[config.mk]
export PLATFORM = sky130hd
export DESIGN_NAME = serial_add_sequencer
export DESIGN_NICKNAME = d
export VERILOG_FILES = /design/src/rtl/serial_add_sequencer_pkg.sv /design/src/rtl/serial_add_sequencer_full_adder.sv /design/src/rtl/serial_add_sequencer.sv
export SDC_FILE = /design/constraint.sdc
export NUM_CORES = 1
export LEC_CHECK = 0
export BUFFER_PORTS_ARGS = -buffer_cell sky130_fd_sc_hd__clkbuf_2
export CORE_MARGIN = 2
export CORE_UTILIZATION = 39
export DETAILED_ROUTE_END_ITERATION = 10
export REMOVE_ABC_BUFFERS = 1
export SKIP_CTS_REPAIR_TIMING = 1
export SLEW_MARGIN = 40
export SYNTH_ARGS = -nofsm -noshare
export SYNTH_HDL_FRONTEND = slang
export SYNTH_SLANG_ARGS = --single-unit
[constraint.sdc]
create_clock -name clk_i -period 1.6 [get_ports clk_i]
set_input_delay 0.16 -clock clk_i [delete_from_list [all_inputs] [get_ports clk_i]]
set_output_delay 0.16 -clock clk_i [all_outputs]
set_load 0.1 [all_outputs]
[src/rtl/serial_add_sequencer_pkg.sv]
// Shared definitions for the bit-serial adder sequencer: FSM state encoding
// and the iteration counter width helper.
package serial_add_sequencer_pkg;

  typedef enum logic [1:0] {
    ST_IDLE  = 2'd0,
    ST_SHIFT = 2'd1,
    ST_DONE  = 2'd2
  } state_e;

  // A single-bit operand still needs a one-bit counter.
  function automatic int cnt_width(input int width);
    if (width > 1) begin
      return $clog2(width);
    end else begin
      return 1;
    end
  endfunction

endpackage

[src/rtl/serial_add_sequencer_full_adder.sv]
// Single-bit full adder cell shared by the serial add sequencer.
module full_adder (
  input  logic a_i,
  input  logic b_i,
  input  logic carry_in_i,
  output logic sum_o,
  output logic carry_out_o
);

  assign sum_o       = a_i ^ b_i ^ carry_in_i;
  assign carry_out_o = (a_i & b_i) | (carry_in_i & (a_i ^ b_i));

endmodule

[src/rtl/serial_add_sequencer.sv]
// Bit-serial adder controller: walks one full_adder LSB-first over WIDTH cycles
// and publishes {carry, sum} with a one-cycle done pulse.
module serial_add_sequencer
  import serial_add_sequencer_pkg::*;
#(
  parameter int WIDTH = 8
) (
  input  logic             clk_i,
  input  logic             rst_i,
  input  logic             start_i,
  input  logic [WIDTH-1:0] operand_a_i,
  input  logic [WIDTH-1:0] operand_b_i,
  input  logic             carry_in_i,
  output logic             busy_o,
  output logic             done_o,
  output logic [WIDTH-1:0] sum_o,
  output logic             carry_out_o
);

  localparam int CW = cnt_width(WIDTH);
  localparam logic [CW-1:0] LAST_COUNT = CW'(WIDTH - 1);

  state_e           state_q, state_d;
  logic [CW-1:0]    count_q, count_d;
  logic [WIDTH-1:0] a_q, a_d;
  logic [WIDTH-1:0] b_q, b_d;
  logic [WIDTH-1:0] res_q, res_d;
  logic [WIDTH-1:0] res_shift_s;
  logic             carry_q, carry_d;
  logic             busy_q, busy_d;
  logic             done_q, done_d;
  logic [WIDTH-1:0] sum_q, sum_d;
  logic             cout_q, cout_d;
  logic             fa_sum_s;
  logic             fa_cout_s;

  full_adder u_full_adder (
    .a_i         (a_q[0]),
    .b_i         (b_q[0]),
    .carry_in_i  (carry_q),
    .sum_o       (fa_sum_s),
    .carry_out_o (fa_cout_s)
  );

  // Result shift register fills from the MSB so the LSB lands in bit 0 last.
  always_comb begin
    res_shift_s            = res_q >> 1'b1;
    res_shift_s[WIDTH-1]   = fa_sum_s;
  end

  // Next-state, datapath and registered-output decode.
  always_comb begin
    state_d = state_q;
    count_d = count_q;
    a_d     = a_q;
    b_d     = b_q;
    res_d   = res_q;
    carry_d = carry_q;
    busy_d  = 1'b0;
    done_d  = 1'b0;
    sum_d   = sum_q;
    cout_d  = cout_q;
    case (state_q)
      ST_IDLE, ST_DONE: begin
        if (start_i) begin
          a_d     = operand_a_i;
          b_d     = operand_b_i;
          carry_d = carry_in_i;
          res_d   = {WIDTH{1'b0}};
          count_d = {CW{1'b0}};
          busy_d  = 1'b1;
          state_d = ST_SHIFT;
        end else begin
          state_d = ST_IDLE;
        end
      end
      ST_SHIFT: begin
        a_d     = a_q >> 1'b1;
        b_d     = b_q >> 1'b1;
        res_d   = res_shift_s;
        carry_d = fa_cout_s;
        if (count_q == LAST_COUNT) begin
          count_d = {CW{1'b0}};
          sum_d   = res_shift_s;
          cout_d  = fa_cout_s;
          done_d  = 1'b1;
          state_d = ST_DONE;
        end else begin
          count_d = count_q + {{(CW-1){1'b0}}, 1'b1};
          busy_d  = 1'b1;
          state_d = ST_SHIFT;
        end
      end
      default: begin
        state_d = ST_IDLE;
      end
    endcase
  end

  // State, datapath and output registers with synchronous clear.
  always_ff @(posedge clk_i) begin
    if (rst_i) begin
      state_q <= ST_IDLE;
      count_q <= {CW{1'b0}};
      a_q     <= {WIDTH{1'b0}};
      b_q     <= {WIDTH{1'b0}};
      res_q   <= {WIDTH{1'b0}};
      carry_q <= 1'b0;
      busy_q  <= 1'b0;
      done_q  <= 1'b0;
      sum_q   <= {WIDTH{1'b0}};
      cout_q  <= 1'b0;
    end else begin
      state_q <= state_d;
      count_q <= count_d;
      a_q     <= a_d;
      b_q     <= b_d;
      res_q   <= res_d;
      carry_q <= carry_d;
      busy_q  <= busy_d;
      done_q  <= done_d;
      sum_q   <= sum_d;
      cout_q  <= cout_d;
    end
  end

  assign busy_o      = busy_q;
  assign done_o      = done_q;
  assign sum_o       = sum_q;
  assign carry_out_o = cout_q;

endmodule

; Word level (Yosys, flattened, before mapping)
; Index checks and enable logic that the tools add are counted.
[op_classes]
n_addsub = 1
reduce_logical = 6
bitwise = 6
n_div = 0
magnitude_cmp = 0
shift = 0
mul = 0
n_eq_ne = 4
mux = 18
[ops]
columns = op, count
row1 = one-hot mux 8 bit (2 select lines), 3
row2 = 2-to-1 mux 8 bit, 3
row3 = 2-to-1 mux 3 bit, 2
row4 = one-hot mux 3 bit (2 select lines), 1
row5 = 2-to-1 mux 1 bit, 5
row6 = one-hot mux 1 bit (2 select lines), 2
row7 = one-hot mux 2 bit (2 select lines), 1
row8 = AND reduction 2 bit, 2
row9 = OR reduction 2 bit, 2
row10 = adder 3 x 1 -> 3 bit (second input constant), 1
row11 = equality test 3 bit (second input constant), 1
row12 = bitwise AND 1 bit, 2
row13 = equality test 2 x 1 -> 1 bit (second input constant), 1
row14 = equality test 2 bit (second input constant), 1
row15 = zero test 2 bit, 1
row16 = 2-to-1 mux 2 bit, 1
row17 = inequality test 2 bit (second input constant), 1
row18 = nonzero test 2 bit, 1
row19 = XOR 1 bit, 2
row20 = NOT 1 bit, 1
row21 = OR 1 bit, 1
[word_totals]
ramBits = 0
output_inout_bits = 11
romBits = 0
in_bits = 20
register_bits = 41
elab_cells = 45
latchBits = 0
mem_count = 0

; Depth between registers and ports, before layout
[logic_depth]
word_depth = 4
mapped_depth = 6
ltp_nobuf = 5

; Cells and area by module
; Synthesis repeated with hierarchy kept, for this count alone.
[hier_totals]
hier_cells = 192
area_unflattened_um2 = 1659.1
[modules_own_cells]
columns = mod, seq_area_each_um2, cells_per_inst, n_inst, area_each_um2
row1 = serial_add_sequencer, 780.7, 191, 1, 1639.1
row2 = full_adder, 0.0, 1, 1, 20.0

; Worst setup path after synthesis
; OpenSTA, ideal clock, no wires.
[synth_timing]
path_kind = register to register
from = reg state_q[0]
to = reg state_q[0]
required_time_ns = 1.468
arrival_time_ns = 1.694
synth_period_minus_slack_ns = 1.827
n_path_buf = 2
slack_ns = -0.227
setup_time_ns = 0.132
path_stages_with_launch = 6
path_cell_list = dfxtp_1 > nand2b_4 > buf_8 > buf_8 > o21a_1 > nor2_1
[synth_between]
elab_chain_len = 3
word_cells_on_any_way = 5
cone_classes = eq/ne: 2 / mux: 1 / reduce/logical: 2
[synth_lines]
columns = element, line
row1 = from (decl), serial_add_sequencer.sv:23  ; state_e state_q, state_d;
row2 = from (signal assigned), serial_add_sequencer.sv:114  ; state_q <= state_d;
row3 = equality test 2 bit / zero test 2 bit (equally long branches), serial_add_sequencer.sv:63  ; case (state_q)
row4 = OR reduction 2 bit, serial_add_sequencer.sv:63
row5 = one-hot mux 2 bit (2 select lines) (*), serial_add_sequencer.sv:63
; Every way passes the cells marked *; elsewhere a longest branch is shown, timed or not.
; A chain may end at the register's enable or synchronous reset.

==> results.json <==
{
  "clk_latency_ns": 0.28,
  "final_net_count": 229,
  "grt_pass1_vias": 1262,
  "syn_area_per_cell_um2": 10.1,
  "synth.cell_area_mm2": 0.00180,
  "cpMaxStageDelayCell": "clkbuf_2",
  "cts-buffers-inserted": 5,
  "pre_cts_ws_ns": 0.0906,
  "root_buffer": "clkbuf_8",
  "dpl-instance-area_mm2": 0.00193,
  "route.detailed.drc": 0,
  "cp_cell_sequence": "clkbuf_2",
  "ys_seq_elements": 39,
  "synthSimpleGateAreaFrac_pct": 31.0,
  "critPathBufInv": 1,
  "die_area_mm2": 0.00517,
  "start_util_pct": 40.8,
  "worst_path_dominant_cell_family": "buffers and inverters",
  "status": "completed",
  "post-route-period-util_pct": 86.0,
  "yosysMostFrequentCell": "dfxtp_1",
  "gp_congestion": 0.678,
  "clk_pin_slew_worst_paths_ns": 0.07,
  "synth-main-ff-cell": "dfxtp_1",
  "start_kind": "flop",
  "grt_usage_pct": 14.3,
  "grt_start_max_net_pins": 40,
  "synthTopCellsByArea": "dfxtp_1, nor3_2, a21oi_2, o22ai_1, nand3_2",
  "cp_slowest_stage_delay_ns": 0.50,
  "finalCriticalPeriod_ns": 1.38,
  "powerDensity_mw_per_mm2": 1070,
  "grt_setup_unrepaired": "false",
  "p_leak_uw": 0.000759,
  "firstDrtPassIters": 4,
  "slew_violations": 0,
  "vias_per_cell": 5.10,
  "synth_top_area_share_pct": 43.4,
  "routed-via-count": 1322,
  "setup_viol": 0,
  "max_freq_ghz": 0.726,
  "design_area_mm2": 0.00205,
  "die_y_um": 71.9,
  "synth_xor_area_share_pct": 0,
  "port_buffers": 30,
  "synth_commonest_cells": "dfxtp_1, nor3_2, nand2_1",
  "synth_compound_area_share_pct": 14.1,
  "critPathMaxFanout": 7,
  "grt.overflow.total": 0,
  "yosys.area.top_type": "dfxtp_1",
  "drt_iter0_markers": 51,
  "worst_setup_path_end_kind": "primary output",
  "slew_headroom_pct": 63.4,
  "final-hold-violation-count": 0,
  "row_count": 24,
  "clk_path_buf_depth": 2,
  "yosysUniqueCellTypes": 28,
  "tritoncts": "yes",
  "io_pins": 31,
  "layout-drive-gt1-share_pct": 44.9,
  "worstSetupPathType": "flop to primary output",
  "final.setup_skew_ns": 0.00460,
  "synth_mux_area_share_pct": 0,
  "coreArea_mm2": 0.00441,
  "critPathArrivalTime_ns": 1.22,
  "synth_fa_ha_area_share_pct": 2.50,
  "fp.dieW_um": 71.9,
  "critical_path_required_ns": 1.44,
  "wl_per_cell_um": 12.5,
  "antenna_cells": 0,
  "ant_nets": 0,
  "ys_seq_area_share_pct": 43.4,
  "ir_worst_vdd_v": 0.000519,
  "cts.sinks": 39,
  "htree_levels": 2,
  "synthToLayoutAreaGrowth_pct": 14.1,
  "utilization_pct": 46.5,
  "finalWorstSetupSlack_ns": 0.223,
  "synthArstFlopShare_pct": 0,
  "netlist_instances": 178,
  "worst_pin_slew_ns": 0.551,
  "hp-class": "input port to flop",
  "yosysWarnings": 0,
  "fillers": 441,
  "antenna_found_initial": 0,
  "post-dp-hpwl_mm": 2.15,
  "synth_edf_count": 0,
  "synth_top_family_by_area": "simple AND/OR/NAND/NOR gates",
  "cap_violations": 0,
  "grt_pass1_wl_mm": 5.78,
  "routed_wl_mm": 3.25
}
area by class of cell:
cell class	instances	area [um^2]	share of cell area [%]
clock buffer	6	82.6	4.02
sequential	39	781	38.0
multi-input combinational	121	860	41.9
timing repair buffer	39	230	11.2
clock inverter	2	35.0	1.71
tap	52	65.1	3.17
state kept, by name (all words and copies together), names as in the netlist:
| register | flops |
|---|---|
| done_o | 1 |
| b_q | 8 |
| sum_o | 8 |
| carry_q | 1 |
| count_q | 3 |
| res_q | 7 |
| carry_out_o | 1 |
| a_q | 8 |
| state_q | 2 |
metrics by stage:
stage	cells	power (uW)	hold slack [ns]	TNS, ns
finish	259	2200	0.101	0
global route	259	2320	0.117	0
CTS	258	2240	0.0909	0
detailed placement	250	1390	0.402	0
global placement	250	1390	0.398	0
floorplan	160	1280	0.222	-24.67
cells in the final DEF (no fill, tap or decap), types with 2 or more instances in the layout:
cell type  count
nand3_1       12
nor2_1         5
nand2_1       20
buf_4          8
a21oi_2       10
clkbuf_8       6
clkbuf_2      30
a21oi_1       10
nor3_1         4
o22ai_1       14
nand3b_1       2
dfxtp_1       39
ha_1           2
nand3_2        8
nor3_2        24
where the power goes:
part / total [uW] / switching, uW / leakage (uW) / internal [uW]
clock network: 831 / 327 / 0.0000612 / 504
logic: 314 / 185 / 0.000380 / 129
registers: 1060 / 34.9 / 0.000319 / 1020
metal layers:
metal,track usage (%),vias to the layer above,wire length (um)
li1,-,690,-
met1,18.2,614,1560
met2,22.4,13,1510
met3,3.75,5,101
met4,6.92,0,74
met5,0,-,0
kinds of logic after synthesis:
family	Yosys count
adder cells (fa/ha/maj)	3
AND/OR/NAND/NOR	81
buffers and inverters	18
AO/OA/AOI/OAI	37
flip-flops	39
final timing paths:
kind	cells past startpoint	slack, ns	to	start
max	1	0.22	busy_o	state_q[0]
max reg2reg	6	0.26	carry_out_o	count_q[0]
min	3	0.10	b_q[7]	operand_b_i[7]
min reg2reg	2	0.45	sum_o[4]	sum_o[4]
Note: power is estimated with default switching activity, not from simulation.
